**config.mk**
```make
export PLATFORM = sky130hd
export DESIGN_NAME = data_mem_responder
export DESIGN_NICKNAME = d
export VERILOG_FILES = /design/src/rtl/data_mem_responder.sv
export SDC_FILE = /design/constraint.sdc
export NUM_CORES = 2
export LEC_CHECK = 0
export CAP_MARGIN = 20
export CELL_PAD_IN_SITES_DETAIL_PLACEMENT = 1
export CELL_PAD_IN_SITES_GLOBAL_PLACEMENT = 1
export CORE_MARGIN = 2
export CORE_UTILIZATION = 46
export DETAILED_ROUTE_END_ITERATION = 16
export GPL_TIMING_DRIVEN = 0
export PLACE_DENSITY_LB_ADDON = 0.12
export SKIP_LAST_GASP = 1
export SLEW_MARGIN = 20
export SYNTH_ARGS = -nofsm -noshare
export SYNTH_HDL_FRONTEND = slang
export SYNTH_SLANG_ARGS = --single-unit
export TNS_END_PERCENT = 50
```
**constraint.sdc**
```tcl
create_clock -name clk -period 7.2 [get_ports clk]
set_input_delay 1.08 -clock clk [delete_from_list [all_inputs] [get_ports clk]]
set_output_delay 1.08 -clock clk [all_outputs]
set_load 0.01 [all_outputs]
```
**src/rtl/data_mem_responder.sv**
```systemverilog
// data_mem_responder: data-side memory responder with byte-enabled RAM and an MMIO page (GPIO, timer, compare, status)
//   clk, reset      : clock, synchronous active-high reset
//   access_address  : byte address (word index = [7:2])
//   data_write      : write data, little-endian byte lanes
//   byte_enable     : per-lane write enables
//   write_enable    : 1 = write cycle, 0 = read cycle
//   data_read       : registered read data, one cycle latency
//   gpio_out        : GPIO output register
//   timer_irq       : level copy of the sticky match flag
//   Optional macro DATA_MEM_RDW_NEW_EN: write cycles return the merged post-write word instead of the old word.
module data_mem_responder #(
  parameter int RAM_WORDS = 60,
  parameter logic [7:0] MMIO_BASE = 8'hF0,
  parameter int TIMER_W = 32
) (
  input  logic        clk,
  input  logic        reset,
  input  logic [7:0]  access_address,
  input  logic [31:0] data_write,
  input  logic [3:0]  byte_enable,
  input  logic        write_enable,
  output logic [31:0] data_read,
  output logic [7:0]  gpio_out,
  output logic        timer_irq
);
  localparam int AW = RAM_WORDS > 1 ? $clog2(RAM_WORDS) : 1;
  localparam logic [8:0] RAM_END = 9'(4 * RAM_WORDS);
  logic [31:0] mem [RAM_WORDS];
  logic [31:0] cmp, wmask, ram_q, ram_new, cmp_new, rd_old, rd_d;
  logic [TIMER_W-1:0] cnt, cnt_nxt;
  logic [7:0] wa;
  logic [AW-1:0] idx;
  logic flag, flag_nxt, match, clr, in_ram, is_gpio, is_cnt, is_cmp, is_stat, cnt_clr;
  assign wa = {access_address[7:2], 2'b00};
  assign idx = access_address[AW+1:2];
  assign in_ram = {1'b0, access_address} < RAM_END;
  assign is_gpio = wa == MMIO_BASE;
  assign is_cnt = wa == MMIO_BASE + 8'd4;
  assign is_cmp = wa == MMIO_BASE + 8'd8;
  assign is_stat = wa == MMIO_BASE + 8'd12;
  assign wmask = {{8{byte_enable[3]}}, {8{byte_enable[2]}}, {8{byte_enable[1]}}, {8{byte_enable[0]}}};
  assign ram_q = in_ram ? mem[idx] : '0;
  assign ram_new = (ram_q & ~wmask) | (data_write & wmask);
  assign cmp_new = (cmp & ~wmask) | (data_write & wmask);
  assign cnt_clr = write_enable && is_cnt && |byte_enable;
  assign cnt_nxt = cnt_clr ? '0 : cnt + 1'b1;
  // Match looks at the value the counter will hold after this edge.
  assign match = cmp != '0 && 32'(cnt_nxt) == cmp;
  assign clr = write_enable && is_stat && byte_enable[0] && data_write[0];
  assign flag_nxt = match | (flag & ~clr);
  assign timer_irq = flag;
  assign rd_old = in_ram ? ram_q : is_gpio ? {24'b0, gpio_out} : is_cnt ? 32'(cnt) :
                  is_cmp ? cmp : is_stat ? {31'b0, flag} : '0;
`ifdef DATA_MEM_RDW_NEW_EN
  logic [31:0] rd_new;
  assign rd_new = in_ram ? ram_new : is_gpio ? {24'b0, byte_enable[0] ? data_write[7:0] : gpio_out} :
                  is_cnt ? (cnt_clr ? '0 : 32'(cnt)) : is_cmp ? cmp_new :
                  is_stat ? {31'b0, byte_enable[0] ? flag_nxt : flag} : '0;
  assign rd_d = write_enable ? rd_new : rd_old;
`else
  assign rd_d = rd_old;
`endif
  // RAM has no reset so writes presented during reset still land.
  always_ff @(posedge clk)
    if (write_enable && in_ram && |byte_enable) mem[idx] <= ram_new;
  always_ff @(posedge clk) begin
    if (reset) begin
      data_read <= '0;
      gpio_out <= '0;
      cnt <= '0;
      cmp <= '0;
      flag <= 1'b0;
    end else begin
      data_read <= rd_d;
      cnt <= cnt_nxt;
      flag <= flag_nxt;
      if (write_enable && is_gpio && byte_enable[0]) gpio_out <= data_write[7:0];
      if (write_enable && is_cmp) cmp <= cmp_new;
    end
  end
endmodule

```
==> qor.txt <==
Yosys cell types: 71
number of synthesized flops with an enable pin: 1920
post-layout min period: 6.10 ns
Max Slew Vio Count: 0
ys flop type: edfxtp_1
initial antenna violation count: 13
layout net count: 4290
layout cell share with drive strength beyond 1: 27.8%
P_leak: 30.3 nW
utilization after layout: 55.5%
grt total ovfl: 0
I/O Buffers: 77
IR drop worst, VDD: 0.278 mV
DP HPWL: 190000 um
global-route wire length before repair: 368000 um
final setup violating endpoints: 0
Mapped Cells: 3732
Die Wd: 417 um
Reg-to-Reg Start: mem[11][30]
hold slack: 0.555 ns
crit start category: input pin
CP startpoint: access_address[4]
clk buf depth: 3
post-CTS sizing: 0
crit path to: mem[54][25]
clk slew on worst S/H paths: 0.06 ns
r2r setup slk: 3.32 ns
Pwr Density: 269 nW/um2
Final Hold Vio Count: 0
Clock Skew: 0.0616 ns
Min-Delay Path Class: flip-flop to flip-flop
area growth from synthesis to layout: 19.6%
1st-iter DRT viols: 6412
Die Footprint: 174000 um2
hold_buf cts: 0
async set-reset flop share out of synthesis: 0%
unrepaired setup endpoints after global routing: no
DR vias: 43500
slowest stage delay, CP: 0.92 ns
Post-Syn Area: 78600 um2
final instance area: 94000 um2
CTS root buffer: clkbuf_16
CTS sink count: 2025
element type at the critical path end: flip-flop
final worst path period share: 84.7%
later-pin clock latency in the skew report: 0.88 ns
vias in the first global route: 43500
#FFs+latches synth: 2025
Via-to-Cell Ratio: 6.56
Setup CP Type: input pin to flip-flop
Max Fclk: 164 MHz
Routed WL: 268000 um
Starting Density: 46.4%
Post-DRT Antenna Nets: 0
CTS H-tree depth: 4
Mapped Avg Cell Area: 21.1 um2
RD Place Congestion: 0.888
die height: 417 um
Worst Max-Slew Pin Slew: 1.22 ns
commonest non-fill, non-tap cell in the layout: edfxtp_1
status: complete, no violations
Core ar.: 169000 um2
commonest cells after routing, fill and taps aside: 1920 x edfxtp_1, 481 x mux4_2, 268 x mux2i_1
Crit-path slowest cell: buf_1
TritonCTS buffer count: 203
Multi-input gate area: 18800 um2
CTS tree: yes
Post-CTS Setup Bufs: 0
sequential cell area: 59800 um2
Tot GR Track Use: 31.0%
Fin Setup TNS: 0 ns
CP required: 7.87 ns
slew margin rel.: 17.7%
post-synthesis sequential area ratio: 76.0%
1st-pass router iterations: 6
CP Cell Sequence: clkdlybuf4s50_1 -> buf_2 -> buf_1 -> buf_1 -> mux2i_1 -> o22ai_1 -> nor4_2 -> o31ai_4 -> buf_6 -> buf_8
crit path max fanout: 17
most frequent CP cell: buf_1
num rows: 151
WL per Instance: 40.4 um
crit path DAT: 6.77 ns
syn_nets: 3780
Filler cells: 14500
reg2reg end: mem[56][30]
largest net degree at the start of global routing: 61
max-cap violation count: 0
Reg2Reg Depth: 8
yosys warns: 0
# IOs: 88
placed cell areas: 87600 um2
drc violations: 0
## through the flow
stage / worst slack [ns] / power [mW] / instances
global route: 1.13 / 25.9 / 6631
floorplan: 1.34 / 14.3 / 3732
global placement: -6.90 / 15.1 / 6027
CTS: 1.20 / 25.3 / 6630
detailed placement: 0.312 / 15.3 / 6255
finish: 1.10 / 25.3 / 6633
## how the worst min path moves through the flow
| stage | endpoint | from | slack (ns) | cells past startpoint |
|---|---|---|---|---|
| floorplan | data_read[31] | cnt[31] | 0.49 | 2 |
| global placement | gpio_out[0] | gpio_out[0] | 0.53 | 2 |
| detailed placement | gpio_out[6] | gpio_out[6] | 0.55 | 2 |
| CTS | gpio_out[4] | gpio_out[4] | 0.56 | 2 |
| global route | gpio_out[3] | gpio_out[3] | 0.59 | 2 |
| finish | gpio_out[4] | gpio_out[4] | 0.55 | 2 |
## kinds of logic after synthesis
kind of cell,after synthesis,share of synthesized area [%]
flip-flops,2025,76.0
multiplexers,752,17.2
AND/OR/NAND/NOR,441,2.78
AO/OA/AOI/OAI,253,2.19
buffers and inverters,219,1.25
XOR/XNOR,41,0.492
adder cells (fa/ha/maj),1,0.0159
## worst max-delay path: cells and delay by family
| kind | cells | cell delay [ns] |
|---|---|---|
| and+or+nand+nor | 1 | 0.22 |
| buffers and inverters | 6 | 3.38 |
| muxes | 1 | 0.32 |
| AOI/OAI and AO/OA | 2 | 1.69 |
## state kept, by name (all words and copies together) (netlist names), named ones only
name	cells
cnt	32
data_read	32
gpio_out	8
mem	1920
timer_irq	1
## Yosys cell counts, types with 29 or more instances
cell,n,share of area (%)
o31ai_1,33,0.32
o21ai_0,33,0.21
nor4_1,48,0.38
clkbuf_1,110,0.53
nor2_1,198,0.95
mux4_2,481,14
mux2i_1,268,3.4
nand2_1,84,0.40
o22ai_1,96,0.76
buf_1,29,0.14
buf_2,54,0.34
dfxtp_1,105,2.7
edfxtp_1,1920,73
## metal layers
layer / share of wire, % / wire [um] / up-vias / track usage (%)
li1: - / - / 16700 / -
met1: 40 / 108000 / 23600 / 44.9
met2: 45 / 122000 / 2636 / 46.8
met3: 10 / 27200 / 525 / 6.64
met4: 4.1 / 10900 / 8 / 11.1
met5: 0.022 / 59 / - / 0
## power breakdown
group / switching, mW / internal (mW) / total, mW
Sequential: 0.0175 / 13.2 / 13.2
Clock: 4.63 / 5.58 / 10.2
Combinational: 1.27 / 0.622 / 1.89
## layout make-up
type | instances | share of cell area, %
Antenna cell | 3 | 0.00798
Buffer | 215 | 1.07
Clock buffer | 248 | 5.73
Clock inverter | 127 | 1.03
Inverter | 4 | 0.0160
Multi-Input combinational cell | 1488 | 20.0
Sequential cell | 2025 | 63.6
Tap cell | 2218 | 2.95
Timing Repair Buffer | 305 | 5.61
(Power assumes the default switching activity.)
